$ cat config.mk
export PLATFORM = sky130hd
export DESIGN_NAME = uart_tx_fifo_drain
export DESIGN_NICKNAME = d
export VERILOG_FILES = /design/src/rtl/uart_tx_fifo_drain.sv
export SDC_FILE = /design/constraint.sdc
export NUM_CORES = 1
export LEC_CHECK = 0
export CAP_MARGIN = 20
export CORE_MARGIN = 8
export CORE_UTILIZATION = 55
export CTS_CLUSTER_DIAMETER = 80
export DETAILED_ROUTE_END_ITERATION = 16
export PLACE_DENSITY = 0.79
export SYNTH_ARGS = -nofsm -noshare
export SYNTH_HDL_FRONTEND = slang
export SYNTH_SLANG_ARGS = --single-unit
$ cat constraint.sdc
create_clock -name clk -period 2.75 [get_ports clk]
set_clock_uncertainty 0.2 [all_clocks]
set_input_delay 0.55 -clock clk [delete_from_list [all_inputs] [get_ports clk]]
set_output_delay 0.55 -clock clk [all_outputs]
set_load 0.05 [all_outputs]
$ cat src/rtl/uart_tx_fifo_drain.sv
// 8N1-style UART transmitter that pops a first-word-fall-through FIFO and
// serialises each popped word LSB first, with 1 or 2 stop bits.
module uart_tx_fifo_drain #(
  parameter int DATA_WIDTH   = 8,
  parameter int CLKS_PER_BIT = 868,
  parameter int STOP_BITS    = 1
) (
  input  logic                  clk,
  input  logic                  rst_n,
  input  logic                  fifo_empty,
  input  logic [DATA_WIDTH-1:0] fifo_r_data,
  output logic                  fifo_rd,
  output logic                  tx,
  output logic                  tx_busy,
  output logic                  tx_done_tick,
  output logic [1:0]            state_dbg
);

  localparam int BAUD_W = $clog2(CLKS_PER_BIT);
  localparam int BIT_W  = (DATA_WIDTH > 1) ? $clog2(DATA_WIDTH) : 1;

  localparam logic [BAUD_W-1:0] BAUD_LAST = BAUD_W'(CLKS_PER_BIT - 1);
  localparam logic [BAUD_W-1:0] BAUD_PRE  = BAUD_W'(CLKS_PER_BIT - 2);
  localparam logic [BIT_W-1:0]  BIT_LAST  = BIT_W'(DATA_WIDTH - 1);
  localparam logic              STOP_LAST = (STOP_BITS == 2);

  typedef enum logic [1:0] {
    IDLE  = 2'd0,
    START = 2'd1,
    DATA  = 2'd2,
    STOP  = 2'd3
  } state_t;

  state_t                state;
  logic [DATA_WIDTH-1:0] shift_reg;
  logic [DATA_WIDTH-1:0] shift_next;
  logic [BAUD_W-1:0]     baud_cnt;
  logic [BIT_W-1:0]      bit_cnt;
  logic                  stop_cnt;
  logic                  baud_wrap;
  logic                  last_stop;

  assign shift_next = shift_reg >> 1;
  assign baud_wrap  = (baud_cnt == BAUD_LAST);
  assign last_stop  = (stop_cnt == STOP_LAST);
  assign state_dbg  = state;

  // FIFO handshake: fifo_empty low means fifo_r_data is valid now; fifo_rd is
  // the ready/pop strobe, high only in IDLE while a word is present, so the
  // word transfers on the clock edge that ends that cycle. Held low in reset.
  assign fifo_rd = rst_n && (state == IDLE) && !fifo_empty;

  always_ff @(posedge clk or negedge rst_n) begin
    if (!rst_n) begin
      state        <= IDLE;
      shift_reg    <= '0;
      baud_cnt     <= '0;
      bit_cnt      <= '0;
      stop_cnt     <= 1'b0;
      tx           <= 1'b1;
      tx_busy      <= 1'b0;
      tx_done_tick <= 1'b0;
    end else begin
      tx_done_tick <= 1'b0;
      case (state)
        IDLE: begin
          tx      <= 1'b1;
          tx_busy <= 1'b0;
          if (!fifo_empty) begin
            shift_reg <= fifo_r_data;
            baud_cnt  <= '0;
            tx        <= 1'b0;
            tx_busy   <= 1'b1;
            state     <= START;
          end
        end

        START: begin
          if (baud_wrap) begin
            baud_cnt <= '0;
            bit_cnt  <= '0;
            tx       <= shift_reg[0];
            state    <= DATA;
          end else begin
            baud_cnt <= baud_cnt + 1'b1;
          end
        end

        DATA: begin
          if (baud_wrap) begin
            baud_cnt  <= '0;
            shift_reg <= shift_next;
            bit_cnt   <= bit_cnt + 1'b1;
            if (bit_cnt == BIT_LAST) begin
              tx       <= 1'b1;
              stop_cnt <= 1'b0;
              state    <= STOP;
            end else begin
              tx <= shift_next[0];
            end
          end else begin
            baud_cnt <= baud_cnt + 1'b1;
          end
        end

        STOP: begin
          // Registered one cycle early so the pulse lands on the final stop cycle.
          tx_done_tick <= last_stop && (baud_cnt == BAUD_PRE);
          if (baud_wrap) begin
            baud_cnt <= '0;
            if (last_stop) begin
              stop_cnt <= 1'b0;
              tx_busy  <= 1'b0;
              state    <= IDLE;
            end else begin
              stop_cnt <= stop_cnt + 1'b1;
            end
          end else begin
            baud_cnt <= baud_cnt + 1'b1;
          end
        end

        default: state <= IDLE;
      endcase
    end
  end

endmodule

# Yosys cells after proc, flatten, opt, wreduce, memory -nomap -nowiden

Index checks and enable logic that the tools add are counted.

Logic and storage cells: 72
Memories kept: 0
Memory bits (writable): 0
Bits in latches: 0
ROM bits: 0
Input port bits: 11
Flip-flop bits (word level): 27
Output and inout port bits: 6

Div/mod/pow operators: 0
Multiply operators: 0
Reduce and logical (&&, ||, !) cells: 17
Bitwise operators: 1
Magnitude comparators: 0
Equality and inequality tests: 12
Multiplexer cells: 31
Shift-type cells: 0
Add/sub/neg operators: 3

Operator list:

| operator              | count |
|---|---|
| $eq 10x10->1 const B  | 2 |
| $mux 10               | 2 |
| $pmux 10 s2           | 1 |
| $mux 8                | 2 |
| $pmux 8 s2            | 1 |
| $mux 1                | 12 |
| $mux 2                | 6 |
| $ne 2x2->1 const B    | 6 |
| $reduce_and 3->1      | 4 |
| $add 10x1->10 const B | 1 |
| $pmux 2 s4            | 1 |
| $reduce_bool 2->1     | 4 |
| $mux 3                | 2 |
| $pmux 3 s2            | 1 |
| $reduce_and 6->1      | 1 |
| $eq 2x2->1 const B    | 2 |
| $pmux 1 s2            | 2 |
| $reduce_and 4->1      | 1 |
| $add 3x1->3 const B   | 1 |
| $eq 3x3->1 const B    | 1 |
| $logic_and 1x1->1     | 3 |
| $pmux 1 s3            | 1 |
| $reduce_bool 3->1     | 1 |
| $reduce_or 3->1       | 1 |
| 5 further kinds       | 5 |

# Longest topological paths before layout

Word-level depth: 4
Depth in mapped cells: 6

# Worst setup path after synthesis

Ideal clock, no wire load.

Kind: register to output
From: register state[0], in the netlist state_dbg[0]
To: output port fifo_rd
Arrival: 1.552 ns
Buffers on the path: 0
Cell stages (with the launch flop): 6
Setup slack: 0.448 ns
Required time: 2.000 ns
Path through: dfrtp_1 inv_1 ha_1 inv_2 nor2_1 and2_1

Word-level cells in the longest chain between the ends: 3

RTL lines:

| item                            | RTL line | source |
|---|---|---|
| from (decl)                     | 34       | `state_t state;` |
| from (signal assigned)          | 55       | `state <= IDLE;` |
| from (signal assigned)          | 74       | `state <= START;` |
| from (signal assigned)          | 83       | `state <= DATA;` |
| $logic_not 2->1                 | 51       | `assign fifo_rd = rst_n && (state == IDLE) && !fifo_empty;` |
| $logic_and 1x1->1 (2 in series) | 51       |  |
| to (decl)                       | 12       | `output logic fifo_rd,` |

No other way between the ends.

# Worst setup path in the final report

Same ends and word-level chain as after synthesis.

==> out/results.ini <==
[clocking]
cts_tree=built
cts.sink_count=26
clock-root-buffer=clkbuf_4
cts_setup_buffers=0
clk_pin_slew_worst_paths_ps=130
clockBufferDepth=2
clkLatencyLatePin_ps=320
tritoncts.num_buffers=3
cts_htree_levels=1

[timing]
rsz0062_at_grt=false
setup_viol=0
fin_crit_sh_pct=90.73
layout_setup_ws_ps=254.9
hold_violations=0
fmax_mhz=400.8
period_minus_slack_ps=2495
finalMaxSlewViolations=0
setup_tns_ps=0
slew_headroom_pct=66.24
tightest_slew_ps=504.9

[global_route]
antenna_found_initial=0
grt_pass1_wl_microns=5188
gr-total-overflow=0
grt_pass1_vias=1129
grtUsageTotal_pct=14.68
grt_max_degree=27

[setup_path]
setup.worst_path.end_class=output port
start_kind=register
path_max_fanout=6
path_class=reg -> out
worstPathArrival_ps=1750
critPathMaxStageDelay_ps=450
slowest_stage=dfrtp_1
crit_required_ps=2000
crit_family=flip-flops
crit_buf_inv=3
path_cells=inv_1 > ha_2 > inv_2 > nor2_1 > and2_1 > buf_12

[power]
clkPwrFrac_pct=10.2
pwr_density_cell_nw_per_um2=968.0
power.leakage_nw=0.7479
vdd_drop_max_uv=910.9
p_seq_share_pct=37.5
netSwitchingFraction_pct=41.17
p_sw_mw=0.6866
power_frac_comb_pct=52.3
internal_power_mw=0.9812

[logic_synthesis]
yosys-top-cells-area=dfrtp_1 42%, ha_1 6.8%, o221a_2 5.4%
yosys_warnings=0
netlist_instances=141
syn_area_per_cell_sq_um=10.44
synth_flop_cell=dfrtp_1
yosysSeqAreaShare_pct=44.27
synth_edf_count=0
synth_nets=160
synth_top_cell_area_share_pct=42.48
async_flop_share_pct=100.0
synth_seq_cells=26
synth.cell_area_sq_um=1473
synth_cell_types=48
yosys.area.top_type=dfrtp_1

[drt]
dr_total_vias=1137
wire_per_inst_microns=15.63
drtIter0Drc=64
wirelength_microns=3000
drc=0
avgViaCountPerCell=5.922
dr.pass1.iters=4
drtAntennaViolNets=0

[die]
die_x_microns=67.75
core-area_sq_um=2500
initial_core_util_pct=58.91
die_h_microns=67.75
num_rows=18
dieArea_sq_um=4589
pin_count=17

[layout]
layout_common_cells=25 x dfrtp_1, 15 x nand2_1, 15 x clkdlybuf4s50_1
register_area_sq_um=651.9
layout.nets=182
largest_reg_flops=10
drive_gt1_share_pct=17.90
area.growth.synth_to_final_pct=16.99
antenna_cells=0
multiInputGateArea_sq_um=769.5
post-route-util_pct=68.92
nFillCells=196
mostFrequentLayoutCell=dfrtp_1

[job]
max_cap_violations=0

[placement]
dp_slack_ps=396.8
portBuffers=16
gp_congestion=0.8588
dp_hpwl_microns=2264

[worst_hold_path]
hp-class=reg -> reg

[run_status]
outcome=finished clean

cell families after synthesis:
logic type	synth area share, %
mux	4.248
compound gates	18.44
xor+xnor	0.5948
fa+ha+maj	6.797
flops	44.27
buf+inv	3.653
simple gates	22.01
power groups by stage:
stage	Combinational [mW]	Clock, mW	Sequential (mW)
3_5_place_dp	0.869	0	0.630
3_3_place_gp	0.833	0	0.618
2_1_floorplan	0.545	0	0.701
5_1_grt	0.946	0.191	0.646
6_report	0.872	0.169	0.626
4_1_cts	0.871	0.173	0.624
area by class of cell:
| type | count | share of cell area, % |
|---|---|---|
| repair buffers | 21 | 12.06 |
| flip-flops and latches | 26 | 37.84 |
| clock buffers | 4 | 1.525 |
| inverters | 8 | 1.743 |
| multi-input cells | 103 | 44.66 |
| well taps | 30 | 2.179 |
layer usage:
layer	track usage, %	part of all wire, %	vias up	wire [microns]
li1	-	-	560	-
met4	7.050	1.9	0	58
met1	19.78	47	546	1411
met2	21.66	45	24	1364
met5	0	0	-	0
met3	3.311	5.5	7	165
worst register-to-register path: stages, from the launching register on:
cell and delay (ps):
dfrtp_1 440, inv_1 100, ha_2 250, buf_4 180
and2_1 150, a21oi_1 120, o21a_1 180, mux2_4 310
per-stage QoR:
step / hold WS (ps) / total power, mW / cells / cell area [sq um]
after floorplan: 54.41 / 1.246 / 141 / 1473
after global placement: 278.8 / 1.451 / 188 / 1694
after detailed placement: 292.1 / 1.499 / 188 / 1694
after CTS: 322.6 / 1.668 / 192 / 1720
after global routing: 360.5 / 1.783 / 192 / 1723
final: 315.5 / 1.668 / 192 / 1723
worst paths after layout:
kind / slack [ps] / startpoint / cells after the start / to
min in group asynchronous: 410 / rst_n / 2 / baud_cnt[9]
min reg2reg: 320 / bit_cnt[2] / 1 / bit_cnt[2]
max: 250 / state_dbg[0] / 6 / fifo_rd
min: 320 / bit_cnt[2] / 1 / bit_cnt[2]
max reg2reg: 730 / state_dbg[0] / 7 / state_dbg[1]
max in group asynchronous: 1630 / rst_n / 2 / tx
synth_stat cells, drive strengths merged (2+ instances only):
library cell / count
or3: 3
and3: 2
o21ai: 8
a31oi: 2
and4bb: 2
o221a: 7
o2bb2ai: 2
a21oi: 4
nor3: 2
nand3: 6
and4: 2
buf: 2
clkbuf: 2
a32o: 2
mux2: 2
nor2: 7
nand2: 15
inv: 8
ha: 8
mux2i: 2
nand2b: 2
nand4: 2
dfrtp: 25
or2b: 6
and2: 3
timing repair:
action | 4_1_cts | 5_1_grt
endpoints found under the setup margin | 0 | 1
gates resized for setup | 0 | 1
endpoints found under the hold margin | 0 | 0
hold buffers | 0 | 0
(Power assumes the default switching activity.)
